## src/rtl/bus_pkg.sv

```systemverilog
// Shared types and constants for the memory-bus interconnect.
// The optional timeout path is selected by the BUS_TIMEOUT_EN macro; see bus_interconnect.sv.
package bus_pkg;

    typedef enum logic [1:0] {IDLE, ACTIVE, ERROR} bus_state_t;

    localparam int BUS_ADDR_W = 32;
    localparam int BUS_DATA_W = 32;
    localparam int BUS_MASK_W = 4;

    // Bits needed to hold an index in 0..n-1. Never less than 1, so that a
    // single-slave build still gets a legal vector.
    function automatic int clog2_min1(input int n);
        int r;
        r = 1;
        for (int i = 1; i < 31; i++) begin
            if ((1 << i) < n) r = i + 1;
        end
        return r;
    endfunction

endpackage

```

## src/rtl/bus_addr_decode.sv

```systemverilog
// Combinational base/mask address decoder. Every slot is compared in
// parallel. When regions overlap, the lowest slot index wins.
module bus_addr_decode
    import bus_pkg::*;
#(
    parameter int                              N_SLAVES   = 5,
    parameter int                              IDX_W      = 3,
    parameter logic [N_SLAVES*BUS_ADDR_W-1:0]  SLAVE_BASE = {N_SLAVES{32'h0}},
    parameter logic [N_SLAVES*BUS_ADDR_W-1:0]  SLAVE_MASK = {N_SLAVES{32'hFFFFFFFF}}
) (
    input  logic [BUS_ADDR_W-1:0] address,
    output logic [N_SLAVES-1:0]   hit,
    output logic [IDX_W-1:0]      idx,
    output logic                  miss
);

    for (genvar i = 0; i < N_SLAVES; i++) begin : g_cmp
        assign hit[i] = (address & SLAVE_MASK[BUS_ADDR_W*i +: BUS_ADDR_W])
                        == SLAVE_BASE[BUS_ADDR_W*i +: BUS_ADDR_W];
    end

    // Priority encode: walking downward lets the lowest matching index win.
    always_comb begin
        idx = '0;
        for (int i = N_SLAVES - 1; i >= 0; i--) begin
            if (hit[i]) idx = IDX_W'(i);
        end
    end

    assign miss = ~|hit;

endmodule

```

## src/rtl/bus_interconnect.sv

```systemverilog
// Memory-bus interconnect: decodes the master address, drives a one-hot slave
// select, and returns the selected slave's data and ready. A decode miss becomes
// a one-cycle ready+fault. When `define BUS_TIMEOUT_EN is set, a 16-bit stall
// counter also turns a slave that stays silent into ready+fault.
module bus_interconnect
    import bus_pkg::*;
#(
    parameter int                              N_SLAVES       = 5,
    parameter logic [N_SLAVES*BUS_ADDR_W-1:0]  SLAVE_BASE     = {N_SLAVES{32'h0}},
    parameter logic [N_SLAVES*BUS_ADDR_W-1:0]  SLAVE_MASK     = {N_SLAVES{32'hFFFFFFFF}},
    parameter int                              TIMEOUT_CYCLES = 256
) (
    input  logic                           clk,
    input  logic                           reset,
    input  logic [BUS_ADDR_W-1:0]          address_in,
    input  logic                           read_in,
    input  logic                           write_in,
    input  logic [BUS_MASK_W-1:0]          write_mask_in,
    input  logic [BUS_DATA_W-1:0]          write_value_in,
    output logic [BUS_DATA_W-1:0]          read_value_out,
    output logic                           ready_out,
    output logic                           fault_out,
    output logic [BUS_ADDR_W-1:0]          address_out,
    output logic [BUS_MASK_W-1:0]          write_mask_out,
    output logic [BUS_DATA_W-1:0]          write_value_out,
    output logic                           read_out,
    output logic [N_SLAVES-1:0]            sel_out,
    input  logic [N_SLAVES*BUS_DATA_W-1:0] read_value_in,
    input  logic [N_SLAVES-1:0]            ready_in
);

    localparam int IDX_W = clog2_min1(N_SLAVES);

    bus_state_t              state;
    logic [IDX_W-1:0]        idx_q;
    logic [N_SLAVES-1:0]     dec_hit;
    logic [IDX_W-1:0]        dec_idx;
    logic                    dec_miss;
    logic                    slv_rdy;
    logic [BUS_DATA_W-1:0]   slv_data;
    logic [N_SLAVES-1:0]     idx_onehot;
    logic                    active;
    logic                    tmo;
    logic                    sel_live;

    bus_addr_decode #(
        .N_SLAVES   (N_SLAVES),
        .IDX_W      (IDX_W),
        .SLAVE_BASE (SLAVE_BASE),
        .SLAVE_MASK (SLAVE_MASK)
    ) u_dec (
        .address (address_in),
        .hit     (dec_hit),
        .idx     (dec_idx),
        .miss    (dec_miss)
    );

    // The hit vector is not needed here because the index carries the decision.
    logic unused_dec_hit;
    assign unused_dec_hit = ^dec_hit;

    // Pick out the latched slave's ready and data. The loop avoids indexing
    // past N_SLAVES when N_SLAVES is not a power of two.
    always_comb begin
        slv_rdy    = 1'b0;
        slv_data   = '0;
        idx_onehot = '0;
        for (int i = 0; i < N_SLAVES; i++) begin
            if (idx_q == IDX_W'(i)) begin
                slv_rdy       = ready_in[i];
                slv_data      = read_value_in[BUS_DATA_W*i +: BUS_DATA_W];
                idx_onehot[i] = 1'b1;
            end
        end
    end

`ifdef BUS_TIMEOUT_EN
    logic [15:0] tmo_cnt;

    // Stall counter: held at zero while idle, so it is clear on entry to
    // ACTIVE. It counts each ACTIVE cycle that has no ready.
    always_ff @(posedge clk) begin
        if (reset)                          tmo_cnt <= '0;
        else if (state != ACTIVE)           tmo_cnt <= '0;
        else if (!slv_rdy)                  tmo_cnt <= tmo_cnt + 16'd1;
    end

    // Ready in the expiry cycle takes priority over the timeout.
    assign tmo = (state == ACTIVE) && !slv_rdy && (tmo_cnt == 16'(TIMEOUT_CYCLES - 1));
`else
    logic [15:0] unused_timeout;
    assign unused_timeout = 16'(TIMEOUT_CYCLES);
    assign tmo = 1'b0;
`endif

    assign active   = (state == ACTIVE);
    assign sel_live = active && !tmo;

    // Master-side response and slave-side strobes. A slave is never written
    // unless it is actually selected.
    always_comb begin
        sel_out         = sel_live ? idx_onehot : '0;
        address_out     = address_in;
        write_value_out = write_value_in;
        write_mask_out  = sel_live ? write_mask_in : '0;
        read_out        = sel_live && read_in;
        ready_out       = (active && (slv_rdy || tmo)) || (state == ERROR);
        fault_out       = tmo || (state == ERROR);
        read_value_out  = (active && slv_rdy) ? slv_data : '0;
    end

    // Transaction FSM: decode in IDLE, wait in ACTIVE, fault for one cycle in ERROR.
    always_ff @(posedge clk) begin
        if (reset) begin
            state <= IDLE;
            idx_q <= '0;
        end else begin
            case (state)
                IDLE: begin
                    if (read_in || write_in) begin
                        if (dec_miss) begin
                            state <= ERROR;
                        end else begin
                            state <= ACTIVE;
                            idx_q <= dec_idx;
                        end
                    end
                end
                ACTIVE:  if (slv_rdy || tmo) state <= IDLE;
                ERROR:   state <= IDLE;
                default: state <= IDLE;
            endcase
        end
    end

endmodule

```

## config.mk

```make
export PLATFORM = sky130hd
export DESIGN_NAME = bus_interconnect
export DESIGN_NICKNAME = d
export VERILOG_FILES = /design/src/rtl/bus_pkg.sv /design/src/rtl/bus_addr_decode.sv /design/src/rtl/bus_interconnect.sv
export SDC_FILE = /design/constraint.sdc
export NUM_CORES = 1
export LEC_CHECK = 0
export CORE_AREA = 2 2 135 137
export CTS_CLUSTER_SIZE = 12
export DETAILED_ROUTE_END_ITERATION = 8
export DIE_AREA = 0 0 137 139
export HOLD_SLACK_MARGIN = 0.08
export PLACE_DENSITY = 0.44
export SLEW_MARGIN = 20
export SYNTH_ARGS = -nofsm -noshare
export SYNTH_HDL_FRONTEND = slang
export SYNTH_SLANG_ARGS = --single-unit
```

## constraint.sdc

```tcl
create_clock -name clk -period 1.45 [get_ports clk]
set_input_delay 0.2175 -clock clk [delete_from_list [all_inputs] [get_ports clk]]
set_output_delay 0.2175 -clock clk [all_outputs]
set_load 0.1 [all_outputs]
```

## Word-level counts from Yosys, hierarchy flattened

Cells that the tools add are included.

| storage, ports and cells | value |
|---|---|
| flip-flop bits (word level) | 2 |
| input port bits | 237 |

| operators by class | value |
|---|---|
| equality and inequality tests | 4 |
| muxes and demuxes | 7 |
| reduce and logical (&&, ||, !) cells | 7 |

Operators by type and width:

| kind | number |
|---|---|
| $logic_not A32 Y1 | 1 |
| $mux W32 | 1 |
| $mux W2 | 3 |
| $mux W4 | 1 |
| $ne A2 B2 Y1 const B | 2 |
| $pmux W2 S2 | 1 |
| $eq A2 B1 Y1 const B | 1 |
| $eq A2 B2 Y1 const B | 1 |
| $logic_and A1 B1 Y1 | 2 |
| $logic_not A2 Y1 | 1 |
| $logic_or A1 B1 Y1 | 2 |
| $reduce_and A2 Y1 | 1 |
| $mux W1 | 1 |

## Depth between registers and ports, before layout

| logic depth | value |
|---|---|
| depth after elaboration | 4 |
| depth in mapped cells | 5 |

## Hierarchy

From an unflattened synthesis, not the netlist that was laid out.

| second synthesis, totals | value |
|---|---|
| cells, all modules | 380 |
| area, all modules | 2738.9 um^2 |

By module, submodules not included:

| module | instances | cells an instance | area an instance (um^2) | seq. area each (um^2) |
|---|---|---|---|---|
| bus_interconnect | 1 | 360 | 2603.7 | 100.1 |
| bus_addr_decode | 1 | 20 | 135.1 | 0.0 |

## Worst setup path after synthesis

Ideal clock, no wire load.

| path | value |
|---|---|
| kind | flip-flop to output port |
| start point | register state[1] |
| end point | output port ready_out |
| arrival time | 2.493 ns |
| required time | 1.233 ns |
| path slack | -1.261 ns |
| stages on the path, launching flop included | 3 |
| buffers on the path | 0 |
| path through | dfxtp_1 > nor2b_1 > a21o_1 |

| between the ends | value |
|---|---|
| elaborated cells between the ends (all ways) | 4 |

RTL lines:

| item | line | text |
|---|---|---|
| start: declaration | bus_interconnect.sv:34 | `bus_state_t state;` |
| start signal: assignment | bus_interconnect.sv:115 | `state <= IDLE;` |
| start signal: assignment | bus_interconnect.sv:122 | `state <= ERROR;` |
| start signal: assignment | bus_interconnect.sv:124 | `state <= ACTIVE;` |
| $eq A2 B2 Y1 | - |  |
| named net fault_out | bus_interconnect.sv:22 | `output logic fault_out,` |
| $logic_or A1 B1 Y1 | bus_interconnect.sv:107 | `ready_out = (active && (slv_rdy \|\| tmo)) \|\| (state == ERROR);` |
| end: declaration | bus_interconnect.sv:21 | `output logic ready_out,` |

The timed path passes the listed nets, and every way through them passes these cells.

## Worst setup path in the final report

| path | value |
|---|---|
| start point | register state[0] |
| end point | output port read_value_out[7] |

| between the ends | value |
|---|---|
| cells in the longest elaborated chain, start to end | 3 |

RTL lines:

| item | line | text |
|---|---|---|
| $eq A2 B1 Y1 | bus_interconnect.sv:96 | `assign active = (state == ACTIVE);` |
| $logic_and A1 B1 Y1 | bus_interconnect.sv:109 | `read_value_out = (active && slv_rdy) ? slv_data : '0;` |
| $mux W32 | bus_interconnect.sv:109 |  |
| end: declaration | bus_interconnect.sv:20 | `output logic [BUS_DATA_W-1:0] read_value_out,` |

No other way between the ends.

==> metrics.json <==
{
  "h-tree-depth": {"value": 1},
  "vdd_ir_drop_max": {"value": 0.252, "unit": "mV"},
  "timing.critical_path.cells": {"value": "inv_2 > nor2_4 > buf_12 > and3_2 > buf_12"},
  "cts.hold.buffers_added": {"value": 0},
  "layout_worst_path_cycle_share": {"value": 105, "unit": "%"},
  "floorplan.initialDensity": {"value": 5.61, "unit": "%"},
  "grtUsageTotal": {"value": 4.70, "unit": "%"},
  "post_drt_via_cell_ratio": {"value": 2.69},
  "setup_violations": {"value": 37},
  "io_buffer_count": {"value": 144},
  "dp_worst_setup_slack": {"value": -0.187, "unit": "ns"},
  "crit_path_top_delay_cell": {"value": "dfxtp_2"},
  "ys_seq_elements": {"value": 2},
  "layout-area-overhead-vs-synth": {"value": 240, "unit": "%"},
  "timing.final.max_slew_violations": {"value": 0},
  "holdWs": {"value": 0.435, "unit": "ns"},
  "maximum_single_stage_delay_on_the_critical_path": {"value": 0.32, "unit": "ns"},
  "fp.coreArea": {"value": 0.0177, "unit": "mm2"},
  "worstPathRequired": {"value": 1.23, "unit": "ns"},
  "floorplan.die_area": {"value": 0.0190, "unit": "mm2"},
  "io_count": {"value": 345},
  "worst-path-max-fanout": {"value": 39},
  "final_period_minus_worst_setup_slack": {"value": 1.53, "unit": "ns"},
  "worst_path_dominant_cell_family": {"value": "buffers and inverters"},
  "synth.distinct_cells": {"value": 21},
  "finalNonFillerCells": {"value": 474},
  "violations": {"value": "setup timing"},
  "worst-path-buf-inv": {"value": 3},
  "drv.max_cap_violation_count": {"value": 0},
  "yosysWarnings": {"value": 0},
  "endpoint_kind": {"value": "output port"},
  "hpwl": {"value": 4190, "unit": "um"},
  "antenna_cells_inserted": {"value": 0},
  "gr-total-overflow": {"value": 0},
  "routed-via-count": {"value": 1276},
  "power-per-cell-area": {"value": 434, "unit": "mW/mm2"},
  "grt_pass1_wl": {"value": 6910, "unit": "um"},
  "final_layout_size_suffix_gt1_share": {"value": 65.7, "unit": "%"},
  "top_register": {"value": "state"},
  "grt_pass1_vias": {"value": 1276},
  "place.gp.congestion": {"value": 0.698},
  "clk-insertion-delay-late": {"value": 0.22, "unit": "ns"},
  "syn-cell-area": {"value": 991, "unit": "um2"},
  "utilization": {"value": 19.1, "unit": "%"},
  "fillerInstances": {"value": 1912},
  "synth_area_per_cell": {"value": 7.34, "unit": "um2"},
  "final_critical_path_setup_slack": {"value": -0.0786, "unit": "ns"},
  "final_nets": {"value": 484},
  "die_w": {"value": 137, "unit": "um"},
  "report.final.hold_viol_count": {"value": 0},
  "place_inst": {"value": 471},
  "cts_root_buf": {"value": "clkbuf_16"},
  "start_kind": {"value": "flop"},
  "cp.arrival": {"value": 1.31, "unit": "ns"},
  "rsz0062_at_grt": {"value": "true"},
  "leakage": {"value": 1.38, "unit": "nW"},
  "drc_errors": {"value": 0},
  "path_clk_slew": {"value": 0.03, "unit": "ns"},
  "cts_num_sinks": {"value": 2},
  "min-delay-path-class": {"value": "input port to output port"},
  "cts_tree": {"value": "done"},
  "largest_register_ffs": {"value": 2},
  "postRouteWirelength": {"value": 4760, "unit": "um"},
  "reg_top3": {"value": "state (2)"},
  "seq_area_frac_synth": {"value": 4.04, "unit": "%"},
  "synthesis.instances": {"value": 135},
  "drt_iter0_markers": {"value": 11},
  "fp-row-count": {"value": 49},
  "buffer_levels_on_the_longest_clock_path": {"value": 2},
  "chipHeight": {"value": 139, "unit": "um"},
  "grt_start_max_net_pins": {"value": 40},
  "timing_worst_setup_path_type": {"value": "flop to output port"},
  "fmax": {"value": 654, "unit": "MHz"},
  "clock-skew-final": {"value": 0.00153, "unit": "ns"},
  "numCtsBuffers": {"value": 3},
  "detailedRoute.firstPassIterationCount": {"value": 2},
  "run_status": {"value": "finished, violations left"},
  "totalNegativeSetupSlack": {"value": -1.98, "unit": "ns"},
  "critical-path-top-cell-by-count": {"value": "buf_12"},
  "final_antenna_net_count": {"value": 0},
  "wl_per_cell": {"value": 10.0, "unit": "um"},
  "grt_antenna_before_repair": {"value": 1}
}
area by class of cell:
cell class	count	area (um2)	share of cell area [%]
sequential	2	42.5	1.26
inverter	1	3.75	0.111
timing repair buffer	180	2460	73.0
tap	229	287	8.50
multi-input combinational	59	503	14.9
clock buffer	3	75.1	2.23
final timing paths:
| check | from | slack, ns | cells after the start | end |
|---|---|---|---|---|
| worst min register to register | state[1] | 0.61 | 3 | state[0] |
| worst min-delay path | write_value_in[13] | 0.44 | 0 | write_value_out[13] |
| worst max-delay path | state[0] | -0.08 | 5 | read_value_out[7] |
| worst max register to register | state[1] | 0.52 | 3 | state[0] |
cells in the final DEF, fill, tap and decap left out, drive strengths merged, types with 2 or more instances in the layout:
cell type,count
buf,108
clkdlybuf4s50,70
and3,32
nor4,8
and2,5
conb,4
clkbuf,3
nand4,2
dfxtp,2
nor2,2
per-layer routing:
layer	wire (um)	track usage [%]	part of all wire, %
met1	1470	4.68	31
met4	116	2.01	2.4
met2	2460	8.01	52
met5	13	0	0.27
met3	696	2.56	15
per-stage QoR:
step,cell area (um2),total power (W)
floorplan,1090,0.00101
global placement,3280,0.00105
detailed placement,3280,0.00105
CTS,3360,0.00148
global route,3370,0.00151
finish,3370,0.00146
worst register-to-register path, stage by stage, from the launching register on:
cell	delay, ns
dfxtp_2	0.33
nor2_1	0.14
o211ai_1	0.14
o31ai_2	0.24
cells in the mapped netlist, drive strengths merged:
cell	n	share of area (%)
o211ai	1	0.76
buf	72	55
and2	5	3.2
o21ba	1	1.0
nor2b	1	0.63
inv	1	0.38
and3	32	20
nand4	2	1.3
clkbuf	4	1.6
nor4	8	7.6
dfxtp	2	4.0
nand3b	1	0.76
a21o	1	0.76
nor2	2	1.5
o31ai	1	1.3
conb	1	0.38
timing repair:
action | CTS | global route
gates cloned | 0 | 0
setup endpoints to repair | 38 | 39
resized for setup | 4 | 2
setup buffers | 0 | 0
pin swaps | 1 | 4
power breakdown:
group,internal (W),switching (W),total (W)
logic,0.000436,0.000549,0.000985
registers,0.0000582,0.00000271,0.0000609
clock network,0.000351,0.0000644,0.000415
kinds of logic after synthesis:
family          count (synthesis)  share of synthesized area (%)
compound gates                  4                           3.79
flops                           2                           4.04
other cells                     1                          0.378
simple gates                   51                           35.1
buf+inv                        77                           56.7
(Power assumes the default switching activity.)
==> edit, RTL diff (same flow settings) <==
Encoding of `bus_state_t`: now one-hot (3 bits for 3 states).
--- a/src/rtl/bus_pkg.sv
+++ b/src/rtl/bus_pkg.sv
@@ -2,7 +2,7 @@
 // The optional timeout path is selected by the BUS_TIMEOUT_EN macro; see bus_interconnect.sv.
 package bus_pkg;
 
-    typedef enum logic [1:0] {IDLE, ACTIVE, ERROR} bus_state_t;
+    typedef enum logic [2:0] {IDLE = 3'b001, ACTIVE = 3'b010, ERROR = 3'b100} bus_state_t;
 
     localparam int BUS_ADDR_W = 32;
     localparam int BUS_DATA_W = 32;
Formal check against the unedited RTL: no difference found for any inputs over 10 cycles, from zero or initial values and one cycle with reset high; not proved beyond that.
==> edit against the original RTL <==
- the run still ends with setup timing left
- core utilization up 0.93 points
- sequential cell count up 1
- final area up 4.9%
- wire length up 7.9%
- power up 3.3%
- setup slack worse by 0.097 ns
- synthesized area up 0.63%
- via count up 4.2%
- largest cell class unchanged
- largest power group unchanged
==> edit: results <==
[global_routing]
grt_pass1_vias = 1371
grtUsageTotal_pct = 4.89
grt_pass1_wl_um = 7210
antenna_found_initial = 0
grt_start_max_net_pins = 41

[final_layout]
top_regs = state: 3 flops
fin_nets = 490
layout-drive-gt1-share_pct = 63.9

[detailed_routing]
first_pass_iters = 4
routed_via_density = 2.76
drtIter0Drc = 8
vias = 1329
routed_wl_um = 5140

[pwr]
power.total_mw = 1.51
power.share.switching_pct = 41.4
pg_clk_mw = 0.432
ir_worst_vdd_mv = 0.228
powerSeq_mw = 0.0961

[synthesis]
synth-compound-area-share_pct = 2.51
yosys.area.top_type_share_pct = 51.9
yosysSeqAreaShare_pct = 6.02
ys_types = 17
synthMuxAreaShare_pct = 0
synthTopCellsByArea = buf_4 (52%), and3_1 (20%), dfxtp_1 (6.0%)
synth_commonest_cells = buf_4 (69), and3_1 (32), nor4_1 (8)
syn_avg_cell_area_um2 = 7.07

[cts]
cts_setup_buffers = 0
clkLatencyLatePin_ns = 0.22

[setup_path]
crit_fanout = 40

[timing]
fin_tns_setup_ns = -6.01
worst_slack_ns = -0.176
setup_viol = 38
skew_ns = 0.000158

[placement]
place_inst = 477
gp_congestion = 0.744
dpl.hpwl_um = 4410
place_ws_ns = -0.222

[status]
violations = setup timing
status = finished with violations
-- edit: repair_timing --
item                                    4_1_cts  5_1_grt
pin swaps                                     2        9
gates resized for setup                       0       10
endpoints found under the setup margin       38       42
-- edit: logic make-up (layout without fill, tap and decap cells) --
family	after synthesis	after routing
AOI/OAI and AO/OA	3	3
buffers and inverters	76	184
DFF	3	3
other	1	4
and+or+nand+nor	58	58
-- edit: layout make-up --
class | count | area (µm²)
fillers | 1910 | 14100
well taps | 229 | 287
flip-flops and latches | 3 | 63.8
repair buffers | 180 | 2470
multi-input cells | 65 | 637
clock buffers | 4 | 78.8
-- edit: path summary, 6_finish.rpt --
path | to | slack, ns | start | depth (start not counted)
worst min register to register | state[0] | 0.53 | state[2] | 2
worst min-delay path | write_value_out[21] | 0.44 | write_value_in[21] | 0
worst max register to register | state[1] | 0.28 | state[0] | 4
worst max-delay path | read_value_out[12] | -0.18 | state[0] | 4
-- edit: per-stage QoR --
stage / util (%) / cell area, µm²
after floorplan: - / 1210
after global placement: 19.3 / 3410
after detailed placement: 19.3 / 3410
after CTS: 19.7 / 3490
after global routing: 20.0 / 3530
final: 20.0 / 3530
-- edit: critical path: stages (launching register included) --
cell and delay, ns:
dfxtp_2 0.32, nor3b_4 0.22, buf_12 0.24, and3_4 0.23
buf_12 0.17
-- edit: routing by layer --
metal	track usage, %	part of all wire (%)	vias to the layer above
li1	-	-	634
met1	4.42	29	593
met2	9.19	55	80
met3	2.19	14	22
met4	2.12	2.1	0
met5	0	0	-
